**src/rtl/jpeg_cone_pkg.sv**
```systemverilog
// Shared definitions for the JPEG timing-cone evaluator.
// Holds the default lane count, the pipeline latency and the
// lane-generic AOI cone function y = ~((n0 & n1 & n2) | (n3 & n4)).
package jpeg_cone_pkg;

  localparam int unsigned LANES_DEFAULT = 4;
  localparam int unsigned LANES_MAX     = 64;
  localparam int unsigned LAT           = 2;

  // Evaluated at the widest lane count; callers zero-extend and truncate.
  function automatic logic [LANES_MAX-1:0] cone_aoi32(
    input logic [LANES_MAX-1:0] n0,
    input logic [LANES_MAX-1:0] n1,
    input logic [LANES_MAX-1:0] n2,
    input logic [LANES_MAX-1:0] n3,
    input logic [LANES_MAX-1:0] n4
  );
    return ~((n0 & n1 & n2) | (n3 & n4));
  endfunction

endpackage

```
**src/rtl/jpeg_cone_pipe_stage.sv**
```systemverilog
// Generic elastic valid/ready register stage.
// Ports:
//   clk, rst          clock and synchronous active-high reset
//   valid_i/data_i    upstream payload
//   ready_c_o         combinational ready to upstream (~valid | ready_i)
//   valid_o/data_o    registered payload to downstream
//   ready_i           downstream ready
module jpeg_cone_pipe_stage #(
  parameter int unsigned W       = 8,
  parameter logic [W-1:0] RST_VAL = '0
) (
  input  logic         clk,
  input  logic         rst,
  input  logic         valid_i,
  output logic         ready_c_o,
  input  logic [W-1:0] data_i,
  output logic         valid_o,
  input  logic         ready_i,
  output logic [W-1:0] data_o
);

  logic         valid_q, valid_d;
  logic [W-1:0] data_q, data_d;
  logic         load_c;

  // Accept when empty or when the current content leaves this cycle.
  always_comb begin
    ready_c_o = ~valid_q | ready_i;
    load_c    = valid_i & ready_c_o;
    valid_d   = load_c | (valid_q & ~ready_i);
    data_d    = load_c ? data_i : data_q;
  end

  always_ff @(posedge clk) begin
    if (rst) begin
      valid_q <= 1'b0;
      data_q  <= RST_VAL;
    end else begin
      valid_q <= valid_d;
      data_q  <= data_d;
    end
  end

  assign valid_o = valid_q;
  assign data_o  = data_q;

endmodule

```
**src/rtl/jpeg_cone_eval_pipe.sv**
```systemverilog
// Two-stage elastic multi-lane AOI cone evaluator.
// S1 registers p = n0&n1&n2 and q = n3&n4; S2 registers y = ~(p|q).
// Ports:
//   clk, rst                   clock and synchronous active-high reset
//   in_valid/in_ready          input handshake (in_ready combinational)
//   in_n0..in_n4               per-lane operands, bit i is lane i
//   out_valid/out_ready/out_y  output handshake and result
//   stat_low_cnt               saturating count of retired results with a
//                              low lane (only with CONE_EVAL_STATS_EN)
// Build option: CONE_EVAL_STATS_EN adds the statistics counter and port.
module jpeg_cone_eval_pipe
  import jpeg_cone_pkg::*;
#(
  parameter int unsigned LANES = LANES_DEFAULT,
  parameter int unsigned CNT_W = 16
) (
  input  logic             clk,
  input  logic             rst,
  input  logic             in_valid,
  output logic             in_ready,
  input  logic [LANES-1:0] in_n0,
  input  logic [LANES-1:0] in_n1,
  input  logic [LANES-1:0] in_n2,
  input  logic [LANES-1:0] in_n3,
  input  logic [LANES-1:0] in_n4,
  output logic             out_valid,
  input  logic             out_ready,
  output logic [LANES-1:0] out_y
`ifdef CONE_EVAL_STATS_EN
  ,
  output logic [CNT_W-1:0] stat_low_cnt
`endif
);

  localparam int unsigned PW = 2 * LANES;

  if (LANES < 1 || LANES > LANES_MAX || CNT_W < 1) begin : g_param_err
    $error("jpeg_cone_eval_pipe: LANES must be 1..64 and CNT_W >= 1");
  end

  logic [PW-1:0]        s1_in_c;
  logic [PW-1:0]        s1_data;
  logic                 s1_valid;
  logic                 s2_ready_c;
  logic [LANES-1:0]     p_c, q_c, y_c;
  logic [LANES_MAX-1:0] ones_c;

  assign s1_in_c = {in_n0 & in_n1 & in_n2, in_n3 & in_n4};
  assign ones_c  = '1;

  jpeg_cone_pipe_stage #(
    .W       (PW),
    .RST_VAL ('0)
  ) u_s1 (
    .clk       (clk),
    .rst       (rst),
    .valid_i   (in_valid),
    .ready_c_o (in_ready),
    .data_i    (s1_in_c),
    .valid_o   (s1_valid),
    .ready_i   (s2_ready_c),
    .data_o    (s1_data)
  );

  // With the AND3 operands pinned high the cone collapses to NOR2(p, q).
  assign {p_c, q_c} = s1_data;
  assign y_c = LANES'(cone_aoi32(LANES_MAX'(p_c), ones_c, ones_c,
                                 LANES_MAX'(q_c), ones_c));

  jpeg_cone_pipe_stage #(
    .W       (LANES),
    .RST_VAL ('1)
  ) u_s2 (
    .clk       (clk),
    .rst       (rst),
    .valid_i   (s1_valid),
    .ready_c_o (s2_ready_c),
    .data_i    (y_c),
    .valid_o   (out_valid),
    .ready_i   (out_ready),
    .data_o    (out_y)
  );

`ifdef CONE_EVAL_STATS_EN
  logic [CNT_W-1:0] cnt_q, cnt_d;

  // Saturating count of retired results with any lane low.
  always_comb begin
    cnt_d = cnt_q;
    if (out_valid && out_ready && !(&out_y) && !(&cnt_q)) begin
      cnt_d = cnt_q + CNT_W'(1);
    end
  end

  always_ff @(posedge clk) begin
    if (rst) begin
      cnt_q <= '0;
    end else begin
      cnt_q <= cnt_d;
    end
  end

  assign stat_low_cnt = cnt_q;
`endif

endmodule

```
**config.mk**
```make
export PLATFORM = sky130hd
export DESIGN_NAME = jpeg_cone_eval_pipe
export DESIGN_NICKNAME = d
export VERILOG_FILES = /design/src/rtl/jpeg_cone_pkg.sv /design/src/rtl/jpeg_cone_pipe_stage.sv /design/src/rtl/jpeg_cone_eval_pipe.sv
export SDC_FILE = /design/constraint.sdc
export NUM_CORES = 1
export LEC_CHECK = 0
export BUFFER_PORTS_ARGS = -buffer_cell sky130_fd_sc_hd__buf_2
export CORE_MARGIN = 2
export CORE_UTILIZATION = 40
export CTS_BUF_LIST = sky130_fd_sc_hd__clkbuf_2 sky130_fd_sc_hd__clkbuf_4 sky130_fd_sc_hd__clkbuf_8
export CTS_CLUSTER_SIZE = 40
export DETAILED_ROUTE_END_ITERATION = 10
export GPL_ROUTABILITY_DRIVEN = 0
export HOLD_SLACK_MARGIN = 0.05
export PLACE_DENSITY = 0.71
export REMOVE_ABC_BUFFERS = 1
export SYNTH_ARGS = -nofsm -noshare
export SYNTH_HDL_FRONTEND = slang
export SYNTH_SLANG_ARGS = --single-unit
```
**constraint.sdc**
```tcl
create_clock -name clk -period 3.1 [get_ports clk]
set_input_delay 0.465 -clock clk [delete_from_list [all_inputs] [get_ports clk]]
set_output_delay 0.465 -clock clk [all_outputs]
set_load 0.005 [all_outputs]
```
Word-level counts from Yosys, hierarchy flattened
Cells that the tools add are included.
{"block": "word_totals", "regBits": 14, "inputBits": 24, "output_inout_bits": 6, "elab_cells": 21}
{"block": "op_classes", "bitwise": 17}
{"cell": "bitwise AND 4 bit", "count": 3}
{"cell": "bitwise AND 1 bit", "count": 4}
{"cell": "inverter 1 bit", "count": 4}
{"cell": "inverter 4 bit", "count": 1}
{"cell": "OR 1 bit", "count": 4}
{"cell": "OR 4 bit", "count": 1}

Longest topological paths before layout
{"block": "logic_depth", "ltp_word": 5, "depth_mapped": 5, "mapped_depth_nobuf": 4}

Hierarchy
Synthesis repeated with hierarchy kept, for this count alone.
{"block": "unflattened", "cells_unflattened": 70, "area_unflattened_um2": 693.2}
{"module": "jpeg_cone_pipe_stage (u_s1)", "n_inst": 1, "cells_each": 41, "area_per_inst_um2": 441.7, "seq_area_each_um2": 180.2}
{"module": "jpeg_cone_pipe_stage (u_s2)", "n_inst": 1, "cells_each": 17, "area_per_inst_um2": 186.4, "seq_area_each_um2": 100.1}
{"module": "jpeg_cone_eval_pipe", "n_inst": 1, "cells_each": 12, "area_per_inst_um2": 65.1, "seq_area_each_um2": 0.0}

Least setup slack after synthesis
OpenSTA, ideal clock, no wires.
{"block": "synth_timing", "path_type": "input port to output port", "start": "input out_ready", "end": "output in_ready", "arrival_ns": 0.857, "t_required_ns": 2.635, "path_slack_ns": 1.778, "stages": 3, "path_buffers": 1, "path_cell_list": "and3b_1 > buf_6 > clkinv_4"}
{"block": "synth_between", "elab_chain_len": 2}
{"element": "start, declared", "line_no": "jpeg_cone_eval_pipe.sv:27", "source": "input logic out_ready,"}
{"element": "OR 1 bit (2 in series)", "line_no": "jpeg_cone_pipe_stage.sv:28", "source": "ready_c_o = ~valid_q | ready_i;"}
{"element": "end, declared", "line_no": "jpeg_cone_eval_pipe.sv:20", "source": "output logic in_ready,"}
Every way passes these cells.

Worst setup path after layout
{"block": "layout_timing", "start": "register u_s1.valid_q, in the netlist u_s1.valid_o", "end": "output in_ready"}
{"block": "layout_between", "elab_chain_len": 2}
{"element": "start, declared", "line_no": "jpeg_cone_pipe_stage.sv:22", "source": "logic valid_q, valid_d;"}
{"element": "start signal, assigned", "line_no": "jpeg_cone_pipe_stage.sv:39", "source": "valid_q <= valid_d;"}
{"element": "inverter 1 bit", "line_no": "jpeg_cone_pipe_stage.sv:28"}
{"element": "OR 1 bit", "line_no": "jpeg_cone_pipe_stage.sv:28"}
Every way passes these cells.

==> Flow_metrics.wiki <==
{| class="wikitable"
! Metric !! Value
|-
| Level count of the clock H-tree || 1
|-
| Hold path cells || 3
|-
| Count of endpoints failing setup in the final report || 0
|-
| Final slew viol count || 0
|-
| Sum of routed wire length over all layers || 1200 um
|-
| GRT busiest layer || met2
|-
| Worst Path Arrival || 1390 ps
|-
| HP Class || primary input to register
|-
| Worst r2r src || u_s1.valid_o
|-
| Fraction of layout instances using a drive strength above 1 || 0.429
|-
| Drt drc || 0
|-
| Latest clock arrival within the worst-skew pair || 270 ps
|-
| Hold buffer count at cts || 0
|-
| Category of the most critical setup path || register to primary output
|-
| Worst Clk Skew || 0.651 ps
|-
| Crit path launch type || register
|-
| Pin count of the biggest net entering global routing || 15
|-
| First-pass GRT wire length || 2070 um
|-
| CTS Root Cell || sky130_fd_sc_hd__clkbuf_4
|-
| Yosys reg bits || 14
|-
| CTS clk-pin slew, worst paths || 80 ps
|-
| Wirelength per Cell || 11.3 um
|-
| Maximum clock frequency || 540 MHz
|-
| Total of max-cap violations || 0
|-
| Critical Path End Type || primary output
|-
| Remaining max-slew budget at the tightest pin || 0.785
|-
| Cell area after technology mapping || 574 um^2
|-
| Number of CTS-inserted buffers || 3
|-
| RSZ-0062 raised after global routing || false
|-
| TNS Setup || 0 ps
|-
| Power density over the cells || 477 nW/um^2
|-
| Remaining antenna violation count || 0
|-
| Depth of the most critical reg-to-reg path || 4
|-
| Worst slew pin tran || 322 ps
|-
| Core footprint || 1320 um^2
|-
| Fraction of met2 tracks used by global routing || 0.231
|-
| Highest ir drop seen on vdd || 0.370 mV
|-
| Floorplan row count || 13
|-
| Synth Warn # || 0
|-
| Die outline area || 1750 um^2
|-
| LEAKAGE || 0.330 nW
|-
| Sink Count || 14
|-
| Initial drt markers || 11
|-
| DRT Pass-1 Iters || 3
|-
| Commonest cells after routing, fill and taps aside || sky130_fd_sc_hd__buf_2, sky130_fd_sc_hd__dfxtp_1, sky130_fd_sc_hd__a21oi_1
|-
| Flop-to-flop setup slack || 1840 ps
|-
| Largest cells by area after synthesis || sky130_fd_sc_hd__dfxtp_1, sky130_fd_sc_hd__a21oi_1, sky130_fd_sc_hd__a211o_2
|-
| Sequential fraction of the synthesis area || 0.488
|-
| Setup slack after placement || 1350 ps
|-
| Post-layout minimum cycle time || 1850 ps
|-
| Commonest non-fill, non-tap cell in the layout || sky130_fd_sc_hd__buf_2
|-
| Fin crit share || 0.598
|-
| Synth-to-layout area growth || 31.4%
|-
| Global-route usage over all layers || 0.153
|-
| Area share of the largest cell type after synthesis || 0.488
|-
| Remaining global-route overflow || 0
|-
| Detailed placer's ending HPWL || 917 um
|-
| Largest fanout of any net on the critical path || 10
|-
| Average instance area after synthesis || 9.41 um^2
|-
| Worst reg2reg endpoint || u_s1.data_o[0]
|-
| Final-report hold violation count || 0
|-
| Buffers inserted by post-CTS timing repair || 0
|-
| Antenna cells || 0
|-
| Worst Setup Slack, final || 1250 ps
|-
| Count of mapped cells out of synthesis || 61
|-
| Post-cts repair resize count || 0
|-
| Number of nets at the end of the flow || 116
|-
| Distinct cell type count after synthesis || 17
|-
| Min-delay src || in_n4[1]
|-
| Result of the run || complete, no violations
|-
| Clock tree from TritonCTS || done
|-
| Via count of the first global-routing pass || 494
|-
| Data required, critical path || 2630 ps
|-
| End point of the most critical hold path || u_s1.data_o[1]
|-
| Post-synth top area cell || sky130_fd_sc_hd__dfxtp_1
|-
| Number of buffers between clock root and the deepest sink || 2
|-
| # IOs || 30
|-
| Initial Util || 0.436
|-
| Floorplan die width || 41.9 um
|-
| Number of vias after detailed routing || 557
|-
| Height of the die || 41.9 um
|-
| Total power after layout || 0.360 mW
|-
| Vias per inst || 5.25
|-
| Met3 capacity usage during global routing || 0.0652
|-
| IO Port Bufs || 29
|-
| Initial antenna violation count || 0
|-
| GR Layer Usage met1 || 0.199
|}
## worst max-delay path by stage
stage	startpoint	slack [ps]	cells after the start	to
after detailed placement	out_ready	1350	4	in_ready
after global routing	u_s1.valid_o	1100	3	in_ready
final	u_s1.valid_o	1250	3	in_ready
after CTS	u_s1.valid_o	1240	3	in_ready
after floorplan	out_ready	1710	2	in_ready
after global placement	out_ready	1360	4	in_ready
## Yosys cell counts
master                     number
sky130_fd_sc_hd__dfxtp_1       14
sky130_fd_sc_hd__a21oi_1        9
sky130_fd_sc_hd__o21ai_0        8
sky130_fd_sc_hd__a211o_2        4
sky130_fd_sc_hd__and3_1         4
sky130_fd_sc_hd__nand3_1        4
sky130_fd_sc_hd__nand4_1        4
sky130_fd_sc_hd__nor4b_1        4
sky130_fd_sc_hd__nor2_1         2
sky130_fd_sc_hd__and3b_1        1
sky130_fd_sc_hd__buf_2          1
sky130_fd_sc_hd__buf_6          1
sky130_fd_sc_hd__clkbuf_1       1
sky130_fd_sc_hd__clkinv_4       1
sky130_fd_sc_hd__inv_1          1
sky130_fd_sc_hd__nand2b_1       1
sky130_fd_sc_hd__nor2b_2        1
## cells by family after synthesis
group / after synthesis / synth area share
buffers and inverters: 5 / 0.0566
AO/OA/AOI/OAI: 21 / 0.218
flip-flops: 14 / 0.488
AND/OR/NAND/NOR: 21 / 0.237
## sequential cells by signal (all words and copies together), names as in the netlist
name / cells
u_s1.data_o: 8
u_s2.data_o: 4
u_s1.valid_o: 1
u_s2.valid_o: 1
## cell type report
class	instances	area (um^2)
Tap cell	15	18.8
Clock buffer	4	36.3
Multi-Input combinational cell	42	262
Sequential cell	14	280
Inverter	2	12.5
Timing Repair Buffer	29	145
Fill cell	142	563
## power breakdown
| part | internal [mW] | switching, mW |
|---|---|---|
| clock | 0.0714 | 0.0554 |
| combinational | 0.0229 | 0.0174 |
| sequential | 0.188 | 0.00452 |
## per-stage QoR
stage               hold slack (ps)  std cells   util  cell area (um^2)
global placement                444        102  0.545               718
CTS                             432        106  0.573               754
detailed placement              446        102  0.545               718
finish                          442        106  0.573               754
global route                    424        106  0.573               754
floorplan                       444         58      -               554
## metal layers
metal  routed length [um]  vias up
met3                   91        2
met2                  530       21
met5                    0        -
met4                    8        0
met1                  570      244
li1                     -      290
## worst max-delay path: stages, from the launching register on
cell	delay, ps
sky130_fd_sc_hd__dfxtp_1	420
sky130_fd_sc_hd__and3b_1	380
sky130_fd_sc_hd__clkinv_4	150
sky130_fd_sc_hd__buf_2	150
Power figures use the tool's default switching activity.
